`src/rtl/hazard_tracker_pkg.sv`:
```
// hazard_pkg: shared types for the hazard tracker.
//   DEF_REG_ADDR_W : default register index width
//   ZERO_REG       : index of the hard-wired zero register (x0)
//   ex/mem/wb_slot_t: per-stage bookkeeping; the valid bit is the MSB so
//                    the generic slot register can clear it as a bubble.
//   action_t       : per-cycle pipeline action chosen by the priority logic
package hazard_pkg;

  localparam int DEF_REG_ADDR_W = 5;

  localparam logic [DEF_REG_ADDR_W-1:0] ZERO_REG = {DEF_REG_ADDR_W{1'b0}};

  typedef struct packed {
    logic                      v;
    logic [DEF_REG_ADDR_W-1:0] rs1;
    logic [DEF_REG_ADDR_W-1:0] rs2;
    logic [DEF_REG_ADDR_W-1:0] rd;
    logic                      regwrite;
    logic                      memread;
    logic                      memreq;
  } ex_slot_t;

  typedef struct packed {
    logic                      v;
    logic [DEF_REG_ADDR_W-1:0] rd;
    logic                      regwrite;
    logic                      memreq;
  } mem_slot_t;

  typedef struct packed {
    logic                      v;
    logic [DEF_REG_ADDR_W-1:0] rd;
    logic                      regwrite;
  } wb_slot_t;

  typedef enum logic [1:0] {
    ACT_ADVANCE  = 2'd0,
    ACT_MEM_WAIT = 2'd1,
    ACT_FLUSH    = 2'd2,
    ACT_LOAD_USE = 2'd3
  } action_t;

endpackage

```
`src/rtl/hazard_tracker_if.sv`:
```
// hazard_tracker_if: producer side of the forwarding interface.
//   ex_rs1/ex_rs2 : EX-stage sources (0 when EX is empty)
//   mem_rd/mem_wb : MEM destination and its effective write-enable
//   wb_rd/wb_wb   : WB destination and its effective write-enable
//   master        : driven by hazard_tracker
//   slave         : consumed by the forwarding unit
interface hazard_tracker_if #(
  parameter int AW = 5
);
  logic [AW-1:0] ex_rs1;
  logic [AW-1:0] ex_rs2;
  logic [AW-1:0] mem_rd;
  logic          mem_wb;
  logic [AW-1:0] wb_rd;
  logic          wb_wb;

  modport master (
    output ex_rs1, ex_rs2, mem_rd, mem_wb, wb_rd, wb_wb
  );

  modport slave (
    input ex_rs1, ex_rs2, mem_rd, mem_wb, wb_rd, wb_wb
  );
endinterface

```
`src/rtl/hazard_slot_reg.sv`:
```
// hazard_slot_reg: one pipeline-stage bookkeeping register.
//   clk, rst : clock, synchronous active-high reset (clears the slot)
//   hold     : keep current contents (highest priority after reset)
//   bubble   : clear only the valid bit (MSB); other fields are kept
//   load     : capture d
//   d, q     : slot contents, valid bit in bit W-1
module hazard_slot_reg #(
  parameter int W = 8
) (
  input  logic         clk,
  input  logic         rst,
  input  logic         load,
  input  logic         hold,
  input  logic         bubble,
  input  logic [W-1:0] d,
  output logic [W-1:0] q
);

  // slot state update: reset > hold > bubble > load
  always_ff @(posedge clk) begin
    if (rst) begin
      q <= {W{1'b0}};
    end else if (hold) begin
      q <= q;
    end else if (bubble) begin
      q[W-1] <= 1'b0;
    end else if (load) begin
      q <= d;
    end else begin
      q <= q;
    end
  end

endmodule

```
`src/rtl/hazard_tracker.sv`:
```
// hazard_tracker: EX/MEM/WB destination bookkeeping and pipeline control
// for a 5-stage RISC-V pipeline.
//   clk, rst            : clock, synchronous active-high reset
//   id_*                : instruction currently in ID
//   ex_branch_taken     : branch/jump resolved taken in EX
//   dmem_ready          : data memory finishes the MEM access this cycle
//   fwd (master)        : forwarding producer signals
//   stall_if/stall_id   : hold PC / IF-ID
//   flush_id            : clear IF-ID
//   bubble_ex           : NOP into ID-EX
//   freeze_mem          : hold ID-EX and EX-MEM, bubble into MEM-WB
//   stall_cnt           : saturating count of stalled/frozen cycles
module hazard_tracker
  import hazard_pkg::*;
#(
  parameter int REG_ADDR_W = DEF_REG_ADDR_W,
  parameter int CNT_W      = 16
) (
  input  logic                  clk,
  input  logic                  rst,
  input  logic                  id_valid,
  input  logic [REG_ADDR_W-1:0] id_rs1,
  input  logic [REG_ADDR_W-1:0] id_rs2,
  input  logic [REG_ADDR_W-1:0] id_rd,
  input  logic                  id_regwrite,
  input  logic                  id_memread,
  input  logic                  id_memreq,
  input  logic                  ex_branch_taken,
  input  logic                  dmem_ready,
  hazard_tracker_if.master      fwd,
  output logic                  stall_if,
  output logic                  stall_id,
  output logic                  flush_id,
  output logic                  bubble_ex,
  output logic                  freeze_mem,
  output logic [CNT_W-1:0]      stall_cnt
);

  ex_slot_t  ex_q,  ex_d;
  mem_slot_t mem_q, mem_d;
  wb_slot_t  wb_q,  wb_d;

  logic    mem_wait, load_use, branch;
  action_t action;
  logic    ex_load, ex_hold, ex_bubble;
  logic    mem_load, mem_hold;
  logic    wb_load, wb_bubble;

  // hazard conditions; a load into x0 never needs a stall
  assign mem_wait = mem_q.v & mem_q.memreq & ~dmem_ready;
  assign load_use = ex_q.v & ex_q.memread & (ex_q.rd != ZERO_REG) & id_valid &
                    ((ex_q.rd == id_rs1) | (ex_q.rd == id_rs2));
  assign branch   = ex_branch_taken & ex_q.v;

  // priority selection: memory wait masks branch and load-use so EX
  // re-presents them once the access completes
  always_comb begin
    action = ACT_ADVANCE;
    if (rst) begin
      action = ACT_ADVANCE;
    end else if (mem_wait) begin
      action = ACT_MEM_WAIT;
    end else if (branch) begin
      action = ACT_FLUSH;
    end else if (load_use) begin
      action = ACT_LOAD_USE;
    end else begin
      action = ACT_ADVANCE;
    end
  end

  // control outputs and slot-register controls for the chosen action
  always_comb begin
    stall_if   = 1'b0;
    stall_id   = 1'b0;
    flush_id   = 1'b0;
    bubble_ex  = 1'b0;
    freeze_mem = 1'b0;
    ex_load    = 1'b0;
    ex_hold    = 1'b0;
    ex_bubble  = 1'b0;
    mem_load   = 1'b0;
    mem_hold   = 1'b0;
    wb_load    = 1'b0;
    wb_bubble  = 1'b0;
    case (action)
      ACT_MEM_WAIT: begin
        stall_if   = 1'b1;
        stall_id   = 1'b1;
        freeze_mem = 1'b1;
        ex_hold    = 1'b1;
        mem_hold   = 1'b1;
        wb_bubble  = 1'b1;
      end
      ACT_FLUSH: begin
        flush_id  = 1'b1;
        bubble_ex = 1'b1;
        ex_bubble = 1'b1;
        mem_load  = 1'b1;
        wb_load   = 1'b1;
      end
      ACT_LOAD_USE: begin
        stall_if  = 1'b1;
        stall_id  = 1'b1;
        bubble_ex = 1'b1;
        ex_bubble = 1'b1;
        mem_load  = 1'b1;
        wb_load   = 1'b1;
      end
      ACT_ADVANCE: begin
        ex_load  = 1'b1;
        mem_load = 1'b1;
        wb_load  = 1'b1;
      end
      default: begin
        ex_load = 1'b0;
      end
    endcase
  end

  // next-slot contents: each stage takes the one before it
  always_comb begin
    ex_d          = '0;
    ex_d.v        = id_valid;
    ex_d.rs1      = id_rs1;
    ex_d.rs2      = id_rs2;
    ex_d.rd       = id_rd;
    ex_d.regwrite = id_regwrite;
    ex_d.memread  = id_memread;
    ex_d.memreq   = id_memreq;
    mem_d          = '0;
    mem_d.v        = ex_q.v;
    mem_d.rd       = ex_q.rd;
    mem_d.regwrite = ex_q.regwrite;
    mem_d.memreq   = ex_q.memreq;
    wb_d          = '0;
    wb_d.v        = mem_q.v;
    wb_d.rd       = mem_q.rd;
    wb_d.regwrite = mem_q.regwrite;
  end

  hazard_slot_reg #(.W($bits(ex_slot_t))) u_ex_slot (
    .clk(clk), .rst(rst), .load(ex_load), .hold(ex_hold), .bubble(ex_bubble),
    .d(ex_d), .q(ex_q)
  );

  hazard_slot_reg #(.W($bits(mem_slot_t))) u_mem_slot (
    .clk(clk), .rst(rst), .load(mem_load), .hold(mem_hold), .bubble(1'b0),
    .d(mem_d), .q(mem_q)
  );

  hazard_slot_reg #(.W($bits(wb_slot_t))) u_wb_slot (
    .clk(clk), .rst(rst), .load(wb_load), .hold(1'b0), .bubble(wb_bubble),
    .d(wb_d), .q(wb_q)
  );

  // forwarding producers; writes to x0 are never advertised
  assign fwd.ex_rs1 = ex_q.v ? ex_q.rs1 : ZERO_REG;
  assign fwd.ex_rs2 = ex_q.v ? ex_q.rs2 : ZERO_REG;
  assign fwd.mem_rd = mem_q.rd;
  assign fwd.mem_wb = mem_q.v & mem_q.regwrite & (mem_q.rd != ZERO_REG);
  assign fwd.wb_rd  = wb_q.rd;
  assign fwd.wb_wb  = wb_q.v & wb_q.regwrite & (wb_q.rd != ZERO_REG);

  // saturating stall-cycle counter
  always_ff @(posedge clk) begin
    if (rst) begin
      stall_cnt <= {CNT_W{1'b0}};
    end else if ((stall_if | freeze_mem) && (stall_cnt != {CNT_W{1'b1}})) begin
      stall_cnt <= stall_cnt + CNT_W'(1);
    end else begin
      stall_cnt <= stall_cnt;
    end
  end

endmodule

```
`src/flat_wrapper.sv`:
```
// flat-port wrapper written by rule: the top's interface ports become plain ports
module hazard_tracker_flat import hazard_pkg::*;
#(
  parameter int REG_ADDR_W = DEF_REG_ADDR_W,
  parameter int CNT_W      = 16
)
  (clk, rst, id_valid, id_rs1, id_rs2, id_rd, id_regwrite, id_memread, id_memreq, ex_branch_taken, dmem_ready, stall_if, stall_id, flush_id, bubble_ex, freeze_mem, stall_cnt, fwd_ex_rs1, fwd_ex_rs2, fwd_mem_rd, fwd_mem_wb, fwd_wb_rd, fwd_wb_wb);
  hazard_tracker_if #(.AW((5))) fwd_i ();
  input  logic clk;
  input  logic rst;
  input  logic id_valid;
  input  logic [REG_ADDR_W-1:0] id_rs1;
  input  logic [REG_ADDR_W-1:0] id_rs2;
  input  logic [REG_ADDR_W-1:0] id_rd;
  input  logic id_regwrite;
  input  logic id_memread;
  input  logic id_memreq;
  input  logic ex_branch_taken;
  input  logic dmem_ready;
  output logic stall_if;
  output logic stall_id;
  output logic flush_id;
  output logic bubble_ex;
  output logic freeze_mem;
  output logic [CNT_W-1:0] stall_cnt;
  output wire logic [$bits(fwd_i.ex_rs1)-1:0] fwd_ex_rs1;
  output wire logic [$bits(fwd_i.ex_rs2)-1:0] fwd_ex_rs2;
  output wire logic [$bits(fwd_i.mem_rd)-1:0] fwd_mem_rd;
  output wire logic [$bits(fwd_i.mem_wb)-1:0] fwd_mem_wb;
  output wire logic [$bits(fwd_i.wb_rd)-1:0] fwd_wb_rd;
  output wire logic [$bits(fwd_i.wb_wb)-1:0] fwd_wb_wb;
  assign fwd_ex_rs1 = fwd_i.ex_rs1;
  assign fwd_ex_rs2 = fwd_i.ex_rs2;
  assign fwd_mem_rd = fwd_i.mem_rd;
  assign fwd_mem_wb = fwd_i.mem_wb;
  assign fwd_wb_rd = fwd_i.wb_rd;
  assign fwd_wb_wb = fwd_i.wb_wb;
  hazard_tracker #(.REG_ADDR_W(REG_ADDR_W), .CNT_W(CNT_W)) u_core (.clk(clk), .rst(rst), .id_valid(id_valid), .id_rs1(id_rs1), .id_rs2(id_rs2), .id_rd(id_rd), .id_regwrite(id_regwrite), .id_memread(id_memread), .id_memreq(id_memreq), .ex_branch_taken(ex_branch_taken), .dmem_ready(dmem_ready), .fwd(fwd_i), .stall_if(stall_if), .stall_id(stall_id), .flush_id(flush_id), .bubble_ex(bubble_ex), .freeze_mem(freeze_mem), .stall_cnt(stall_cnt));
endmodule
```
`config.mk`:
```
export PLATFORM = sky130hd
export DESIGN_NAME = hazard_tracker_flat
export DESIGN_NICKNAME = d
export VERILOG_FILES = /design/src/rtl/hazard_tracker_pkg.sv /design/src/rtl/hazard_tracker_if.sv /design/src/rtl/hazard_slot_reg.sv /design/src/rtl/hazard_tracker.sv /design/src/flat_wrapper.sv
export SDC_FILE = /design/constraint.sdc
export NUM_CORES = 1
export LEC_CHECK = 0
export ABC_AREA = 1
export BUFFER_PORTS_ARGS = -buffer_cell sky130_fd_sc_hd__buf_2
export CAP_MARGIN = 20
export CORE_MARGIN = 1.5
export CORE_UTILIZATION = 46
export DETAILED_ROUTE_END_ITERATION = 7
export HOLD_SLACK_MARGIN = 0.12
export PLACE_DENSITY = 0.8
export SETUP_SLACK_MARGIN = 0.15
export SLEW_MARGIN = 5
export SYNTH_ARGS = -nofsm -noshare
export SYNTH_HDL_FRONTEND = slang
export SYNTH_HIERARCHICAL = 1
export SYNTH_SLANG_ARGS = --single-unit
```
`constraint.sdc`:
```
create_clock -name clk -period 4.35 [get_ports clk]
set_input_delay 0.87 -clock clk [delete_from_list [all_inputs] [get_ports clk]]
set_output_delay 0.87 -clock clk [all_outputs]
set_load 0.02 [all_outputs]
```
==> results of run 1 <==
## registers in the layout, summed over array words and instances, names as in the netlist
signal               flops
u_core/u_mem_slot/q      8
u_core/u_ex_slot/q      19
u_core/stall_cnt        16
u_core/u_wb_slot/q       7
## synth_stat cells (5+ instances only)
cell type / count
a21oi_1: 10
xor2_1: 8
nand2_1: 94
xnor2_1: 6
nand3b_1: 32
nor2_2: 12
dfxtp_1: 50
inv_1: 42
buf_6: 5
nor2_1: 72
a21oi_2: 10
clkbuf_1: 5
nand3_1: 31
## cell type report
cell class / instances / area, µm² / area share (%)
Multi-Input combinational cell: 311 / 1640 / 48.9
Sequential cell: 50 / 1000 / 29.9
Timing Repair Buffer: 70 / 363 / 10.8
Inverter: 44 / 165 / 4.93
Tap cell: 75 / 93.8 / 2.80
Clock buffer: 7 / 86.3 / 2.57
Clock inverter: 1 / 5.00 / 0.149
## layout by cell type (no fill, tap or decap), drive strengths merged
master | netlist | final
nand3 | 32 | 32
ha | 1 | 1
or3 | 2 | 2
a21oi | 20 | 20
xnor2 | 6 | 6
o21ai | 3 | 3
or2 | 1 | 1
conb | 1 | 6
nor2 | 88 | 88
nand3b | 32 | 32
inv | 43 | 43
xor2 | 8 | 8
clkbuf | 5 | 7
o21bai | 1 | 1
a21boi | 1 | 1
buf | 11 | 70
nor3 | 4 | 4
o311ai | 2 | 2
clkinv | 1 | 2
nor3b | 2 | 2
nand2 | 99 | 99
dfxtp | 50 | 50
nand4 | 3 | 3
## critical path: cells and delay by family
family / cells / cell delay (ps)
and+or+nand+nor: 2 / 220
buffers and inverters: 4 / 1020
## worst paths after layout
check | start | end | slack [ps] | depth (start not counted)
worst min register to register | u_core/u_ex_slot/q[2] | u_core/u_ex_slot/q[2] | 470 | 2
worst max register to register | u_core/u_ex_slot/q[3] | u_core/u_ex_slot/q[8] | 1720 | 12
worst max-delay path | dmem_ready | freeze_mem | 1360 | 6
worst min-delay path | u_core/u_ex_slot/q[2] | u_core/u_ex_slot/q[2] | 470 | 2
## cells by family after synthesis
| group | count (synthesis) |
|---|---|
| flip-flops | 50 |
| other | 1 |
| AND/OR/NAND/NOR | 263 |
| buffers and inverters | 60 |
| adder cells (fa/ha/maj) | 1 |
| AO/OA/AOI/OAI | 27 |
| XOR/XNOR | 14 |
## routing by layer
metal | part of all wire (%) | global-route usage (%) | vias up
li1 | - | - | 1436
met1 | 46 | 24.4 | 1258
met2 | 45 | 33.0 | 80
met3 | 6.8 | 7.47 | 13
met4 | 1.9 | 7.83 | 0
met5 | 0 | 0 | -
## power breakdown
| group | internal, µW | total [µW] | leakage [µW] | switching [µW] |
|---|---|---|---|---|
| clock | 129 | 285 | 0.0000482 | 156 |
| sequential | 480 | 500 | 0.000411 | 20.1 |
| combinational | 54.7 | 132 | 0.00127 | 77.0 |
| total | 663 | 917 | 0.00172 | 254 |
## through the flow
stage / worst slack [ps] / cells / util, %
2_1_floorplan: 962 / 421 / -
3_3_place_gp: 1270 / 550 / 54.1
3_5_place_dp: 1200 / 550 / 54.1
4_1_cts: 1350 / 558 / 55.6
5_1_grt: 1240 / 558 / 55.6
6_report: 1360 / 558 / 55.6
==> results by group, run 1 <==
Run status
  • Status: finished clean

Final layout
  • Number of fill cells: 599
  • Final net count: between 500 and 600
  • Share of cells above drive strength 1: roughly a quarter
  • Final Cell Area: between 0.003 and 0.004 mm²
  • Area delta synth->final: 15.2%
  • ANT cells: 0

Synthesis
  • Share of flip-flops with an asynchronous set or reset: 0%
  • Synth Cell Area: 0.00291 mm²
  • Post-synth EDFFs: 0
  • Mux cell area share after synthesis: 0%
  • Primary FF master, synth: dfxtp_1
  • Cells after synthesis: between 400 and 500
  • Top cell type's share of synthesized area: 34.4%
  • Synth Area in Compound Gates: about 6.4%
  • Synth Warn #: 6
  • XOR/XNOR share of the synthesized area: about 4.2%
  • Post-Syn Area per Cell: 7.00 µm²
  • Sequential share of the synthesized area: between 30 and 40%
  • Main combinational cell family by area after synthesis: simple AND/OR/NAND/NOR gates
  • Synth unique cells: 35
  • Register bit total from synthesis: 50
  • Adder-Cell Fraction of Synth Area: less than 1%
  • Synth area leaders: dfxtp_1 34%, nand2_1 12%, nor2_1 9.3%
  • Biggest area consumer among synthesized cells: dfxtp_1
  • Simple-gate share of the synthesized area: between 40% and 50%

Floorplan
  • Chip Height: about 83 µm
  • Core ar.: ~0.006 mm²
  • Die area: about 0.0068 mm²
  • Die X: between 80 and 90 µm
  • Row Count: 28
  • Initial Util: between 40% and 50%
  • Boundary pin count: 66

Placement
  • DP HPWL: between 4000 and 5000 µm
  • IO buf count: 65
  • DP Area: 0.00326 mm²
  • GPL Wtd Cong: 0.829

Routing
  • TritonRoute pass-1 iters: 4
  • Drt via density: 4.99
  • Via count: ~2800
  • DR WL/cell: 11.6 µm
  • DR iter-0 viols: approximately 150
  • Final WL: 6450 µm
  • Final ANT Viol Nets: 0
  • Residual DRC: 0

Critical path
  • Worst EP required: about 3500 ps
  • Worst Setup Start Kind: primary input
  • Slowest CP cell: inv_1
  • Worst-path maximum fanout: 20
  • Slowest Stage Delay on Critical Path: about 450 ps
  • Crit Path Class: primary input to output pin
  • Most frequent CP cell: buf_2
  • CP cell instances: buf_2 > nor2_1 > nand2_1 > buf_4 > inv_1 > buf_2
  • Worst path arrival time: ~2100 ps
  • CP Capture Type: output pin

Global routing
  • Overall Global Routing Usage: ~20%
  • First-pass GRT wire length: 10700 µm
  • Vias in the first global route: between 2000 and 3000
  • Initial antenna violation count: 0
  • Grt ovf: 0
  • Largest net degree at the start of global routing: 22

Timing
  • Worst slew pin tran: 790 ps
  • Final slew viol count: 0
  • Clock skew: 9.91 ps
  • Max-Slew Margin vs Limit: a little under half
  • Final period util: 68.7%
  • Unrepaired setup endpoints after global routing: no
  • Smallest hold slack: ~470 ps
  • Finish-stage setup viols: 0
  • Post-Route Setup TNS: 0 ps
  • Final Critical Period: 2990 ps
  • Max Freq: 0.335 GHz
  • Final hold violation count: 0

CTS
  • CTS Root Buffer Type: clkbuf_8
  • CTS Buffer Depth: 2
  • Clk sinks: 50
  • H-tree Lvls: 2
  • Clock tree from TritonCTS: yes
  • Clock slew at reported path FFs: roughly 90 ps
  • CTS buffer count: 5
  • Clk_lat worst skew: ~310 ps
  • Postcts setup bufs: 0
  • Cts repair resizes: 0
  • # hold bufs at CTS: 0

Flow run
  • Max-cap check violation count: 0

Power
  • Leak Pwr: about 0.0017 µW
  • Total power: slightly above 900 µW
  • Max rail drop VDD: 0.195 mV
  • PD cells: 273 mW/mm²

Hold path
  • Hold Crit Class: flop to flop
(Power assumes the default switching activity.)
==> run 2, diff against run 1 <==
clock period = 2.87 ns   (was 4.35 ns; I/O delays follow)
==> run 2 against run 1 <==
  * Utilization grew 0.35 points
  * Die area unchanged
  * Clock-buffer cell count shrank 2
  * Register-to-register slack worse by 1100 ps
  * Sequential share of layout area fell by 0.11 points
  * Clock power up 46%
  * Design area up 0.63%
  * Hold slack better by 0.68 ps
  * Sequential cell count unchanged
  * Combinational power increased by 55%
  * Critical path type is now flop to output pin
  * Largest cell class unchanged
  * Largest power group unchanged
==> results by group, run 2 (synthesis results as in run 1) <==
Global routing
  • Grt ovf: 0
  • Overall Global Routing Usage: 19.4%
  • Vias in the first global route: ~2400
  • Initial antenna violation count: 0
  • Largest net degree at the start of global routing: 22
  • First-pass GRT wire length: 10400 µm

Placement
  • GPL Wtd Cong: between 0.8 and 0.9
  • DP HPWL: roughly 4700 µm
  • IO buf count: 65

Routing
  • Final WL: 6330 µm
  • Via count: roughly 2700
  • TritonRoute pass-1 iters: 4
  • Drt via density: between 4 and 5
  • Final ANT Viol Nets: 0
  • DR iter-0 viols: 74
  • DR WL/cell: 11.3 µm
  • Residual DRC: 0

Run status
  • Status: finished clean

Critical path
  • Most frequent CP cell: nand2_1
  • CP Buf/Inv Count: 4
  • Crit path max-delay family: simple AND/OR/NAND/NOR gates
  • R2R Setup Slk: approximately 600 ps
  • CP cell instances: nand2_1 > inv_1 > nor2_1 > nor2_1 > nand3_1 > nand2_1 > a21boi_0 > nor3_2 > buf_4 > nand2_1 > inv_1 > buf_2
  • Slowest CP cell: dfxtp_1
  • Slowest Stage Delay on Critical Path: ~480 ps
  • CP Capture Type: output pin
  • Crit Path Class: flop to output pin
  • Worst-path maximum fanout: 7
  • Worst EP required: 2300 ps
  • Worst Setup Start Kind: flop
  • Worst path arrival time: between 1500 and 2000 ps

Power
  • Max rail drop VDD: approximately 0.25 mV
  • Total power: around 1400 µW
  • PD cells: ~400 mW/mm²
  • Leak Pwr: between 0.0015 and 0.002 µW

Flow run
  • Max-cap check violation count: 0

Floorplan
  • Initial Util: 48.3%
  • Core ar.: 0.00603 mm²
  • Row Count: 28
  • Chip Height: between 80 and 90 µm
  • Die area: roughly 0.0068 mm²
  • Boundary pin count: 66
  • Die X: around 83 µm

CTS
  • CTS Buffer Depth: 2
  • Clk_lat worst skew: between 300 and 400 ps
  • H-tree Lvls: 2
  • Clk sinks: 50
  • Clock tree from TritonCTS: yes
  • CTS Root Buffer Type: clkbuf_8
  • CTS buffer count: 5
  • Clock slew at reported path FFs: 100 ps

Final layout
  • ANT cells: 0
  • Regs by FF count: u_core/u_ex_slot/q (19), u_core/stall_cnt (16), u_core/u_mem_slot/q (8)
  • Most common cell after layout, fill and taps aside: nand2_1
  • Most flops, register: u_core/u_ex_slot/q
  • Fin util: between 50% and 60%
  • Commonest non-fill, non-tap cells in the layout: 94 x nand2_1, 72 x nor2_1, 65 x buf_2
  • Number of fill cells: ~590
  • Share of cells above drive strength 1: 24.5%
  • Area delta synth->final: 16.0%
  • Final net count: 508
  • Max reg flops: 19

Timing
  • Max-Slew Margin vs Limit: 55.7%
  • Final hold violation count: 0
  • Final period util: 85.7%
  • Post-Route Setup TNS: 0 ps
  • Clock skew: 11.2 ps
  • Max Freq: 0.407 GHz
  • Final Critical Period: approximately 2500 ps
  • Finish-stage setup viols: 0
  • Worst slew pin tran: 664 ps
  • Unrepaired setup endpoints after global routing: no
  • Smallest hold slack: around 470 ps
  • Final slew viol count: 0

Hold path
  • Hold Crit Class: flop to flop
-- run 2: changes by cell type in the layout (fill, tap and decap cells not counted) --
cell	change
clkbuf_8	-1
clkinv_4	+1
dfxtp_2	+2
nor3_2	+1
buf_4	+2
dfxtp_1	-2
clkbuf_1	-1
clkinvlp_4	+1
nor3_1	-1
-- run 2: power breakdown --
part | switching [µW] | internal [µW]
clock network | 244 | 172
logic | 119 | 84.9
registers | 27.7 | 728
total | 391 | 984
-- run 2: through the flow --
stage               worst slack [ps]  instances  area, µm²
finish                           411        560       3370
global route                     185        560       3370
CTS                              350        560       3370
detailed placement               562        552       3280
global placement                 584        552       3280
floorplan                        465        421       2930
-- run 2: metal layers --
metal  wire length (µm)  track usage (%)
met4                 67             5.83
met5                  0                0
met1               2820             23.0
met2               3030             34.6
met3                418             4.40
-- run 2: cell type report --
class                   instances  area [µm²]  share of cell area, %
well taps                      75        93.8                   2.78
multi-input cells             311        1640                   48.7
inverters                      44         165                   4.89
repair buffers                 72         378                   11.2
flip-flops and latches         50        1000                   29.7
clock buffers                   5        68.8                   2.04
clock inverters                 3        21.3                  0.630
-- run 2: timing repair --
| action | in CTS | in global routing |
|---|---|---|
| hold buffers | 0 | 0 |
| setup endpoints to repair | 0 | 1 |
| resized for setup | 0 | 2 |
| setup buffers | 0 | 0 |
-- run 2: path summary, 6_finish.rpt --
check | start | to | cells after the start
setup / recovery | u_core/u_ex_slot/q[3] | flush_id | 12
hold / removal | u_core/u_ex_slot/q[2] | u_core/u_ex_slot/q[2] | 2
hold reg to reg | u_core/u_ex_slot/q[2] | u_core/u_ex_slot/q[2] | 2
setup reg to reg | u_core/stall_cnt[0] | u_core/stall_cnt[2] | 8
-- run 2: worst min-delay path: cells and delay by family, from the launching register on --
family           cells  cell delay [ps]
AND/OR/NAND/NOR      2              110
flip-flops           1              330
==> run 3, diff against run 2 <==
RECOVER_POWER = 50   (was unset)
==> run 3 against run 2 <==
  * Clock power barely moved
  * Sequential cell count unchanged
  * Die area did not move
  * First-iteration DRC count unchanged
  * Highest routed layer unchanged
==> results by group, run 3 (synthesis results as in run 1) <==
Run status
  • Status: finished clean

Floorplan
  • Initial Util: roughly half
  • Core ar.: 0.00603 mm²
  • Row Count: 28
  • Boundary pin count: 66
  • Die area: 0.00681 mm²
  • Chip Height: 82.5 µm
  • Die X: 82.5 µm

CTS
  • Postcts setup bufs: 0
  • CTS buffer count: 5
  • CTS Root Buffer Type: clkbuf_8
  • Clk_lat worst skew: 310 ps
  • # hold bufs at CTS: 0
  • H-tree Lvls: 2
  • Clk sinks: 50
  • Clock tree from TritonCTS: yes
  • CTS Buffer Depth: 2
  • Clock slew at reported path FFs: roughly 90 ps

Final layout
  • Area occupied by multi-input gates: between 0.0015 and 0.002 mm²
  • Area delta synth->final: 13.8%
  • ANT cells: 0
  • Most flops, register: u_core/u_ex_slot/q
  • Max reg flops: 19
  • FF+latch area: 0.00100 mm²
  • Number of fill cells: 611
  • Fin util: 55.0%
  • Share of cells above drive strength 1: about 17%
  • Final net count: approximately 510
  • Most common cell after layout, fill and taps aside: nand2_1
  • Commonest non-fill, non-tap cells in the layout: 95 x nand2_1, 74 x nor2_1, 48 x dfxtp_1
  • Regs by FF count: u_core/u_ex_slot/q (19), u_core/stall_cnt (16), u_core/u_mem_slot/q (8)

Critical path
  • Critical path startpoint: u_core/u_ex_slot/q[3]
  • Crit path max-delay family: simple AND/OR/NAND/NOR gates
  • Worst flop-to-flop path startpoint: u_core/stall_cnt[0]
  • CP cell instances: nand2_1 > inv_1 > nor2_1 > nor2_1 > nand3_1 > nand2_1 > a21boi_0 > nor3_2 > buf_4 > nand2_1 > inv_1 > buf_2
  • Critical path endpoint: flush_id
  • Worst EP required: 2300 ps
  • Slowest Stage Delay on Critical Path: ~480 ps
  • CP Capture Type: output pin
  • Most frequent CP cell: nand2_1
  • FF-to-FF End: u_core/stall_cnt[3]
  • Crit Path Class: flop to output pin
  • Number of cells on the worst reg-to-reg path: 8
  • CP Buf/Inv Count: 4
  • Worst path arrival time: ~1900 ps
  • Worst-path maximum fanout: 7
  • Worst Setup Start Kind: flop
  • R2R Setup Slk: ~600 ps
  • Levels on crit path: 12
  • Slowest CP cell: dfxtp_1

Global routing
  • Largest net degree at the start of global routing: 22
  • Overall Global Routing Usage: 19.4%
  • First-pass GRT wire length: roughly 10000 µm
  • Initial antenna violation count: 0
  • Grt ovf: 0
  • Vias in the first global route: about 2400

Routing
  • Final ANT Viol Nets: 0
  • Via count: around 2700
  • Residual DRC: 0
  • DR iter-0 viols: 74
  • TritonRoute pass-1 iters: 4
  • Final WL: roughly 6400 µm
  • Drt via density: 4.84
  • DR WL/cell: roughly 11 µm

Hold path
  • Hold Crit Class: flop to flop
  • Worst hold stages: 2

Power
  • Max rail drop VDD: between 0.2 and 0.3 mV
  • PD cells: around 410 mW/mm²
  • Leak Pwr: ~0.0016 µW

Timing
  • Final Critical Period: ~2500 ps
  • Unrepaired setup endpoints after global routing: no
  • Final slew viol count: 0
  • Worst slew pin tran: approximately 650 ps
  • Finish-stage setup viols: 0
  • Max-Slew Margin vs Limit: between 50 and 60%
  • Clock skew: approximately 12 ps
  • Max Freq: slightly above 0.4 GHz
  • Worst setup margin: 408 ps
  • Final period util: between 80% and 90%
  • Final hold violation count: 0
  • Post-Route Setup TNS: 0 ps

Flow run
  • Max-cap check violation count: 0

Placement
  • Pre-CTS setup slack: 562 ps
  • IO buf count: 65
  • GPL Wtd Cong: approximately 0.83
  • DP HPWL: between 4000 and 5000 µm
## run 3: final cells by class
type                            instances  share of cell area (%)
Sequential cell                        50                    30.3
Inverter                               44                    4.98
Clock inverter                          3                   0.642
Clock buffer                            5                    2.08
Tap cell                               75                    2.83
Multi-Input combinational cell        311                    48.9
Timing Repair Buffer                   72                    10.2
## run 3: through the flow
stage / hold WS, ps / power [µW] / area (µm²) / std cells
floorplan: 430 / 913 / 2930 / 421
global placement: 441 / 970 / 3280 / 552
detailed placement: 454 / 976 / 3280 / 552
CTS: 473 / 1390 / 3370 / 560
global route: 502 / 1450 / 3310 / 560
finish: 470 / 1370 / 3310 / 560
## run 3: per-layer routing
metal	routed length, µm	vias up	part of all wire, %	GRT usage (%)
li1	-	1437	-	-
met1	2910	1200	46	23.0
met2	3050	64	48	34.6
met3	333	8	5.2	4.40
met4	67	0	1.1	5.83
met5	0	-	0	0
## run 3: how the worst min path moves through the flow
stage | startpoint | end | slack [ps]
2_1_floorplan | u_core/u_wb_slot/q[6] | u_core/u_wb_slot/q[6] | 430
3_3_place_gp | u_core/u_ex_slot/q[0] | u_core/u_ex_slot/q[0] | 440
3_5_place_dp | u_core/u_ex_slot/q[2] | u_core/u_ex_slot/q[2] | 450
4_1_cts | u_core/u_wb_slot/q[6] | u_core/u_wb_slot/q[6] | 470
5_1_grt | u_core/u_ex_slot/q[2] | u_core/u_ex_slot/q[2] | 500
6_report | u_core/u_ex_slot/q[2] | u_core/u_ex_slot/q[2] | 470
## run 3: what timing repair did
action                                 CTS  global route
endpoints found under the hold margin    0             0
gates resized for setup                  0             2
setup endpoints to repair                0             1
## run 3: tightest hold or removal path, stage by stage (launching register included)
cell     delay, ps
dfxtp_1        330
nor2_1          50
nor2_2          60
## run 3: report_power, final
| part | leakage, µW | internal (µW) | total, µW | switching (µW) |
|---|---|---|---|---|
| registers | 0.000411 | 728 | 756 | 28.0 |
| logic | 0.00114 | 80.5 | 199 | 118 |
| clock network | 0.0000441 | 172 | 417 | 245 |
